--- src/rtl/fft_frame_pkg.sv ---
// Shared types and width helpers for the FFT frame source and its stall buffer.
package fft_frame_pkg;

  typedef enum logic {
    IDLE   = 1'b0,
    STREAM = 1'b1
  } state_t;

  localparam int DATA_W_DEF    = 15;
  localparam int FFT_LEN_DEF   = 1024;
  localparam int BUF_DEPTH_DEF = 8;
  localparam int FRM_W_DEF     = 16;

  // Index/occupancy width for a range of n values; never narrower than one bit.
  function automatic int idx_w(input int n);
    return (n > 1) ? $clog2(n) : 1;
  endfunction

endpackage

--- src/rtl/fft_frame_buf.sv ---
// Small register-array FIFO that absorbs downstream ready stalls; head entry is
// read straight from registers so the output side never sees the write data path.
module fft_frame_buf
  import fft_frame_pkg::*;
#(
  parameter int DATA_W = DATA_W_DEF,
  parameter int DEPTH  = BUF_DEPTH_DEF
) (
  input  logic              clk,
  input  logic              rst_n,
  input  logic              push,
  input  logic [DATA_W-1:0] push_data,
  input  logic              pop,
  input  logic              flush,
  output logic              full,
  output logic              empty,
  output logic [DATA_W-1:0] head_data
);

  localparam int AW = idx_w(DEPTH);

  // Pointers carry one extra wrap bit so full and empty are distinguishable.
  logic [AW:0]       wr_ptr_q, wr_ptr_d;
  logic [AW:0]       rd_ptr_q, rd_ptr_d;
  logic [DATA_W-1:0] mem_q [DEPTH];
  logic [DATA_W-1:0] mem_d [DEPTH];
  logic              do_push;
  logic              do_pop;

  assign empty     = (wr_ptr_q == rd_ptr_q);
  assign full      = (wr_ptr_q[AW] != rd_ptr_q[AW]) &&
                     (wr_ptr_q[AW-1:0] == rd_ptr_q[AW-1:0]);
  assign do_push   = push && !full;
  assign do_pop    = pop && !empty;
  assign head_data = mem_q[rd_ptr_q[AW-1:0]];

  always_comb begin
    wr_ptr_d = wr_ptr_q;
    rd_ptr_d = rd_ptr_q;
    mem_d    = mem_q;
    if (flush) begin
      wr_ptr_d = '0;
      rd_ptr_d = '0;
    end else begin
      if (do_push) begin
        mem_d[wr_ptr_q[AW-1:0]] = push_data;
        wr_ptr_d = wr_ptr_q + (AW+1)'(1);
      end
      if (do_pop) begin
        rd_ptr_d = rd_ptr_q + (AW+1)'(1);
      end
    end
  end

  always_ff @(posedge clk or negedge rst_n) begin
    if (!rst_n) begin
      wr_ptr_q <= '0;
      rd_ptr_q <= '0;
      for (int i = 0; i < DEPTH; i++) begin
        mem_q[i] <= '0;
      end
    end else begin
      wr_ptr_q <= wr_ptr_d;
      rd_ptr_q <= rd_ptr_d;
      mem_q    <= mem_d;
    end
  end

endmodule

--- src/rtl/fft_frame_source.sv ---
// Avalon-ST packet source: frames free-running ADC samples into FFT_LEN-sample
// packets for a commanded number of frames, with a small buffer to ride out backpressure.
module fft_frame_source
  import fft_frame_pkg::*;
#(
  parameter int DATA_W    = DATA_W_DEF,
  parameter int FFT_LEN   = FFT_LEN_DEF,
  parameter int BUF_DEPTH = BUF_DEPTH_DEF,
  parameter int FRM_W     = FRM_W_DEF
) (
  input  logic              clk_clk,
  input  logic              reset_reset_n,
  input  logic              start,
  input  logic [FRM_W-1:0]  num_frames,
  input  logic              abort,
  input  logic [DATA_W-1:0] adc_data,
  input  logic              adc_valid,
  output logic [DATA_W-1:0] out_data,
  output logic              out_valid,
  input  logic              out_ready,
  output logic              out_startofpacket,
  output logic              out_endofpacket,
  output logic              busy,
  output logic              done,
  output logic              overflow,
  output logic [FRM_W-1:0]  frames_sent
);

  localparam int              IDX_W    = idx_w(FFT_LEN);
  localparam logic [IDX_W-1:0] LAST_IDX = IDX_W'(FFT_LEN - 1);

  state_t            state_q, state_d;
  logic [FRM_W-1:0]  num_frames_q, num_frames_d;
  logic [FRM_W-1:0]  in_frm_q, in_frm_d;
  logic [IDX_W-1:0]  in_idx_q, in_idx_d;
  logic [IDX_W-1:0]  out_idx_q, out_idx_d;
  logic [FRM_W-1:0]  frames_sent_q, frames_sent_d;
  logic              overflow_q, overflow_d;
  logic              done_q, done_d;

  logic              buf_push;
  logic              buf_pop;
  logic              buf_flush;
  logic              buf_full;
  logic              buf_empty;
  logic [DATA_W-1:0] buf_head;
  logic              in_active;
  logic              xfer;

  fft_frame_buf #(
    .DATA_W (DATA_W),
    .DEPTH  (BUF_DEPTH)
  ) u_buf (
    .clk       (clk_clk),
    .rst_n     (reset_reset_n),
    .push      (buf_push),
    .push_data (adc_data),
    .pop       (buf_pop),
    .flush     (buf_flush),
    .full      (buf_full),
    .empty     (buf_empty),
    .head_data (buf_head)
  );

  assign out_valid         = !buf_empty;
  assign out_data          = buf_head;
  assign out_startofpacket = out_valid && (out_idx_q == '0);
  assign out_endofpacket   = out_valid && (out_idx_q == LAST_IDX);
  assign busy              = (state_q == STREAM);
  assign done              = done_q;
  assign overflow          = overflow_q;
  assign frames_sent       = frames_sent_q;

  // in_idx < FFT_LEN always, so the sample budget is exhausted exactly when
  // in_frm reaches the commanded frame count.
  assign in_active = (in_frm_q < num_frames_q);
  assign xfer      = out_valid && out_ready;

  always_comb begin
    state_d       = state_q;
    num_frames_d  = num_frames_q;
    in_frm_d      = in_frm_q;
    in_idx_d      = in_idx_q;
    out_idx_d     = out_idx_q;
    frames_sent_d = frames_sent_q;
    overflow_d    = overflow_q;
    done_d        = 1'b0;
    buf_push      = 1'b0;
    buf_pop       = 1'b0;
    buf_flush     = 1'b0;

    case (state_q)
      IDLE: begin
        if (start && !abort) begin
          if (num_frames != '0) begin
            state_d       = STREAM;
            num_frames_d  = num_frames;
            in_frm_d      = '0;
            in_idx_d      = '0;
            out_idx_d     = '0;
            frames_sent_d = '0;
            overflow_d    = 1'b0;
          end else begin
            done_d = 1'b1;
          end
        end
      end

      STREAM: begin
        if (abort) begin
          state_d   = IDLE;
          buf_flush = 1'b1;
        end else begin
          // Full is judged before any pop this cycle; a dropped sample is not
          // counted, so every packet still carries exactly FFT_LEN samples.
          if (adc_valid && in_active) begin
            if (buf_full) begin
              overflow_d = 1'b1;
            end else begin
              buf_push = 1'b1;
              if (in_idx_q == LAST_IDX) begin
                in_idx_d = '0;
                in_frm_d = in_frm_q + FRM_W'(1);
              end else begin
                in_idx_d = in_idx_q + IDX_W'(1);
              end
            end
          end

          if (xfer) begin
            buf_pop = 1'b1;
            if (out_idx_q == LAST_IDX) begin
              out_idx_d = '0;
              if (frames_sent_q != num_frames_q) begin
                frames_sent_d = frames_sent_q + FRM_W'(1);
              end
              if (frames_sent_q == num_frames_q - FRM_W'(1)) begin
                done_d  = 1'b1;
                state_d = IDLE;
              end
            end else begin
              out_idx_d = out_idx_q + IDX_W'(1);
            end
          end
        end
      end

      default: state_d = IDLE;
    endcase
  end

  always_ff @(posedge clk_clk or negedge reset_reset_n) begin
    if (!reset_reset_n) begin
      state_q       <= IDLE;
      num_frames_q  <= '0;
      in_frm_q      <= '0;
      in_idx_q      <= '0;
      out_idx_q     <= '0;
      frames_sent_q <= '0;
      overflow_q    <= 1'b0;
      done_q        <= 1'b0;
    end else begin
      state_q       <= state_d;
      num_frames_q  <= num_frames_d;
      in_frm_q      <= in_frm_d;
      in_idx_q      <= in_idx_d;
      out_idx_q     <= out_idx_d;
      frames_sent_q <= frames_sent_d;
      overflow_q    <= overflow_d;
      done_q        <= done_d;
    end
  end

endmodule

--- config.mk ---
export PLATFORM = sky130hd
export DESIGN_NAME = fft_frame_source
export DESIGN_NICKNAME = d
export VERILOG_FILES = /design/src/rtl/fft_frame_pkg.sv /design/src/rtl/fft_frame_buf.sv /design/src/rtl/fft_frame_source.sv
export SDC_FILE = /design/constraint.sdc
export NUM_CORES = 1
export LEC_CHECK = 0
export CAP_MARGIN = 0
export CORE_ASPECT_RATIO = 1.25
export CORE_MARGIN = 2
export CORE_UTILIZATION = 50
export DETAILED_ROUTE_END_ITERATION = 12
export DONT_BUFFER_PORTS = 1
export GPL_ROUTABILITY_DRIVEN = 0
export PLACE_DENSITY = 0.74
export SYNTH_ARGS = -nofsm -noshare
export SYNTH_HDL_FRONTEND = slang
export SYNTH_HIERARCHICAL = 1
export SYNTH_SLANG_ARGS = --single-unit
export TNS_END_PERCENT = 10
--- constraint.sdc ---
create_clock -name clk_clk -period 4.4 [get_ports clk_clk]
set_input_delay 1.32 -clock clk_clk [delete_from_list [all_inputs] [get_ports clk_clk]]
set_output_delay 1.32 -clock clk_clk [all_outputs]
set_load 0.01 [all_outputs]
Word level (Yosys, flattened, before mapping)

Cells that the tools add are included.

Logic and storage cells: 135
Output and inout bits: 37
Memory bits (writable): 0
Input bits: 37
Memory bits (read-only): 0
Memories kept: 0
Bits in latches: 0
Bits in registers: 199

Shift-type cells: 0
Muxes and demuxes: 62
Eq/ne operators: 17
Multiply operators: 0
Add/sub/neg operators: 7
Magnitude comparators: 4
Bitwise operators: 4
Reduce and logical (&&, ||, !) cells: 23
Divide/modulo/power cells: 0

Operator list:

| kind                    | count |
|---|---|
| $mux W16                | 10 |
| $bwmux W120             | 1 |
| $mux W10                | 9 |
| $pmux W16 S2            | 2 |
| $bmux W15 S3            | 1 |
| $demux W15 S3           | 1 |
| $mux W15                | 3 |
| $pmux W10 S2            | 2 |
| $add A16 B1 Y16 const B | 2 |
| $mux W1                 | 26 |
| $add A10 B1 Y10 const B | 2 |
| $eq A10 B10 Y1 const B  | 2 |
| $eq A16 B16 Y1          | 1 |
| $lt A16 B16 Y1          | 1 |
| $mux W4                 | 4 |
| $ne A16 B16 Y1          | 1 |
| $reduce_bool A16 Y1     | 1 |
| $sub A16 B1 Y16 const B | 1 |
| $ne A2 B1 Y1 const B    | 6 |
| $reduce_and A6 Y1       | 2 |
| $logic_not A10 Y1       | 1 |
| $reduce_and A5 Y1       | 2 |
| $logic_and A1 B1 Y1     | 9 |
| $add A4 B1 Y4 const B   | 2 |
| other kinds (14)        | 25 |

Logic depth before layout (Yosys ltp)

Word-level depth: 9
Gate-level depth with buffers: 14
Mapped depth without buffers: 11

By module

The synthesis kept the hierarchy.

By module, submodules not included:

| module           | cells an instance | instances | area an instance (um^2) | seq. area each (um^2) |
|---|---|---|---|---|
| fft_frame_buf    | 374               | 1         | 5998.3                  | 3203.1 |
| fft_frame_source | 545               | 1         | 4728.3                  | 1776.7 |

Least setup slack after synthesis

Ideal clock, no wire load.

Kind: input to register
Start: input adc_valid
End: register u_buf/mem_q[49] (netlist bit)
Required time: 4275 ps
Cell stages on the path: 11
Arrival: 3503 ps
Slack: 772 ps
Setup time: 125 ps
Buffers on the path: 3
Path through: nand2b_1 -> a221o_1 -> a31oi_1 -> o31ai_1 -> nor3_1 -> o41a_1 -> buf_4 -> or4b_1 -> buf_2 -> buf_6 -> mux2_4

Cells in the longest elaborated chain, start to end: 6

RTL lines:

| what                        | RTL line                | source |
|---|---|---|
| start, declared             | fft_frame_source.sv:17  | `input logic adc_valid,` |
| $logic_and A1 B1 Y1         | fft_frame_source.sv:116 | `if (adc_valid && in_active) begin` |
| $mux W1                     | fft_frame_source.sv:116 |  |
| $mux W1                     | fft_frame_source.sv:110 | `if (abort) begin` |
| $mux W1                     | fft_frame_source.sv:92  | `case (state_q)` |
| via buf_push                | fft_frame_source.sv:41  | `logic buf_push;` |
| $logic_and A1 B1 Y1         | fft_frame_buf.sv:33     | `assign do_push = push && !full;` |
| $reduce_and A2 Y1 (no line) | -                       |  |
| end signal, assigned        | fft_frame_buf.sv:65     | `mem_q <= mem_d;` |
| end, declared               | fft_frame_buf.sv:25     | `logic [DATA_W-1:0] mem_q [DEPTH];` |

The timed path passes the listed nets, and every way through them passes these cells.
A chain may end at the register's enable or synchronous reset.

Final worst setup path

Start: register num_frames_q[2]
End: register u_buf/mem_q[48] (netlist bit)

Cells in the longest elaborated chain, start to end: 7

RTL lines:

| what                        | RTL line                | source |
|---|---|---|
| start, declared             | fft_frame_source.sv:33  | `logic [FRM_W-1:0] num_frames_q, num_frames_d;` |
| start signal, assigned      | fft_frame_source.sv:164 | `num_frames_q <= num_frames_d;` |
| $lt A16 B16 Y1              | fft_frame_source.sv:76  | `assign in_active = (in_frm_q < num_frames_q);` |
| $logic_and A1 B1 Y1         | fft_frame_source.sv:116 |  |
| $mux W1                     | fft_frame_source.sv:116 |  |
| $mux W1                     | fft_frame_source.sv:110 |  |
| $mux W1                     | fft_frame_source.sv:92  |  |
| via buf_push                | fft_frame_source.sv:41  |  |
| $logic_and A1 B1 Y1         | fft_frame_buf.sv:33     |  |
| $reduce_and A2 Y1 (no line) | -                       |  |

The timed path passes the listed nets, and every way through them passes these cells.

==> impl_metrics.yaml <==
run:
  timing.max_cap.violations: 0
cts:
  cts_tree: "done"
  root_buffer: "clkbuf_16"
  htree_levels: 4
  clock_tree.buffer_depth: 2
  cts_resized: 0
  postCtsSetupBuffers: 0
  cts_hold_buf: 0
  clk_latency_ps: 450
  clkSinkCount: 199
  clk_pin_slew_worst_paths_ps: 90
  cts_buffers: 17
pwr:
  p_seq_share_pct: 46.3
  p_switching_mw: 1.54
  leakagePower_nw: 5.30
  combPwrFrac_pct: 19.2
  p_int_mw: 3.38
  p_per_area_nw_per_um2: 423
  p_total_mw: 4.92
  vdd_drop_max_mv: 0.297
  swShare_pct: 31.4
  clockPowerShare_pct: 34.6
placed_design:
  place_area_sq_um: 11000
  dp_slack_ps: 357
  dp_hpwl_um: 15600
  io_buffers: 0
  numPlacedInstances: 1158
sta:
  finalMaxSlewViolations: 0
  finalHoldViolCount: 0
  min_period_over_period_pct: 91.9
  finalSetupTns_ps: 0
  tightest_slew_ps: 894
  grt_setup_unrepaired: "false"
  fmax_mhz: 247
  slew_headroom_pct: 39.9
  finalSetupViolCount: 0
  clock_skew_ps: 20.9
  timing.hold.ws_ps: 489
  layout_setup_ws_ps: 357
  min_period_ps: 4040
floorplanning:
  dieArea_sq_um: 22600
  io_pins: 74
  die_x_um: 135
  row_count: 59
  start_util_pct: 51.2
  die_y_um: 168
  core-area_sq_um: 21000
grt:
  grt_pass1_wl_um: 38600
  grtUsageTotal_pct: 21.4
  grt_pass1_vias: 7692
  grt_max_degree: 200
  grt-ovfl-total: 0
  antenna_found_initial: 0
layout:
  multi_input_area_sq_um: 5420
  area_delta_synth_final_pct: 8.48
  fin_util_pct: 55.5
  num_antenna_cells: 0
  drive_gt1_share_pct: 22.9
  fill_cells: 1748
  stdcell_area_sq_um: 11600
  layout_commonest_cell: "dfrtp_1"
  nets: 963
  final_cells: 1190
  ff_latch_area_sq_um: 4980
  final_cell_mix: "dfrtp_1, mux2_2, nand2_1"
logic_synthesis:
  synth_seq_area_share_pct: 46.4
  syn_inst: 919
  netlist_area_sq_um: 10700
  postSynthAreaPerCell_sq_um: 11.7
  synth_ff_type: "dfrtp_1"
  synthArstFlopShare_pct: 100
  yosysWarnings: 6
  syn_nets: 979
  synth-edff-count: 0
  yosysUniqueCellTypes: 74
  synth_seq_cells: 199
run_status:
  outcome: "complete, no violations"
setup_path:
  arrival_ps: 4360
  critical_path_required_ps: 4720
  crit_path_end_kind: "flop"
  critical_path.startpoint: "num_frames_q[2]"
  reg2reg_from: "num_frames_q[2]"
  cp-start-kind: "flop"
  critPathKind: "flop to flop"
  cp_max_fo: 15
drt:
  firstDrtPassIters: 6
  drc: 0
  wl_um: 23300
  ant_nets: 0
  first_iter_violations: 501
  via_count: 7312
  vias_per_cell: 6.14
  wl_per_cell_um: 19.6
hold_path:
  min-delay-start: "u_buf/mem_q[25]"
  hold_path_class: "flop to flop"
## flip-flops by register name, summed over array words and instances, names as in the netlist, 4 cells and up
signal	cells
u_buf/mem_q	120
frames_sent	16
in_frm_q	16
num_frames_q	16
in_idx_q	10
out_idx_q	10
u_buf/rd_ptr_q	4
u_buf/wr_ptr_q	4
## metal layers
metal  track usage [%]  routed length, um
met5                 0                  0
met4              7.84                620
met3              5.33               1260
met2              36.9              11900
met1              25.9               9540
## worst max-delay path, cell delays in order (launching register included)
cell and delay (ps):
dfrtp_1 470, inv_1 120, ha_1 320, a211oi_1 240, o21ai_0 120, a221oi_1 570
o31ai_1 230, nor3_1 350, o41a_1 420, or4b_1 470, buf_4 240, mux2_1 340
## synth_stat cells, drive strengths merged (2+ instances only)
cell type  number  area share, %
a211oi          5           0.44
a21o            4           0.28
a21oi          30            1.4
a22oi           3           0.21
a31o            8           0.65
a31oi          11           0.64
a41o            7           0.65
and2            6           0.36
and3           11           0.65
and4            5           0.41
buf            27            1.4
clkbuf         22           0.77
dfrtp         199             46
ha             23            2.7
inv            29            1.0
mux2          136             15
mux2i           8           0.75
mux4           30            6.3
nand2          65            2.3
nand2b          8           0.47
nand3          21            1.0
nand4          22            1.3
nor2           52            1.8
nor2b           3           0.17
nor3           13           0.61
nor4           14           0.87
nor4b           4           0.47
o211a           3           0.35
o211ai          6           0.55
o21ai          42            2.0
o2bb2ai         2           0.16
o311ai          2           0.16
o31a            3           0.24
o31ai          10           0.70
o32ai           3           0.24
o41ai           3           0.49
or2             2           0.12
or3            10           0.58
or4            11           0.77
or4b            3           0.28
xnor2          23            1.9
xor2           18            1.8
## worst paths after layout
kind                                     end  slack, ps  cells after the start
min in group asynchronous    frames_sent[13]        560                      0
max in group asynchronous  u_buf/wr_ptr_q[3]       3430                      0
setup reg to reg             u_buf/mem_q[48]        360                     11
hold / removal               u_buf/mem_q[25]        490                      1
hold reg to reg              u_buf/mem_q[25]        490                      1
setup / recovery             u_buf/mem_q[48]        360                     11
## power groups by stage
stage | sequential [mW] | clock, mW | combinational, mW
after CTS | 2.28 | 1.74 | 0.952
after global routing | 2.31 | 1.81 | 1.04
after global placement | 2.29 | 0 | 0.918
final | 2.28 | 1.70 | 0.942
after floorplan | 2.21 | 0 | 0.824
after detailed placement | 2.31 | 0 | 0.947
## cell type report
class	count	share of cell area, %
Clock buffer	17	3.66
Clock inverter	15	2.02
Inverter	30	0.968
Multi-Input combinational cell	641	46.6
Sequential cell	199	42.8
Tap cell	274	2.95
Timing Repair Buffer	14	1.01
## kinds of logic (layout without fill, tap and decap cells)
kind of cell    count (synthesis)  in the layout  share of synthesized area [%]
compound gates                148            148                           9.75
xor+xnor                       41             41                           3.66
mux                           174            174                           21.7
flops                         199            199                           46.4
fa+ha+maj                      23             23                           2.68
simple gates                  255            255                           12.6
buf+inv                        79             76                           3.21
Power figures use the tool's default switching activity.
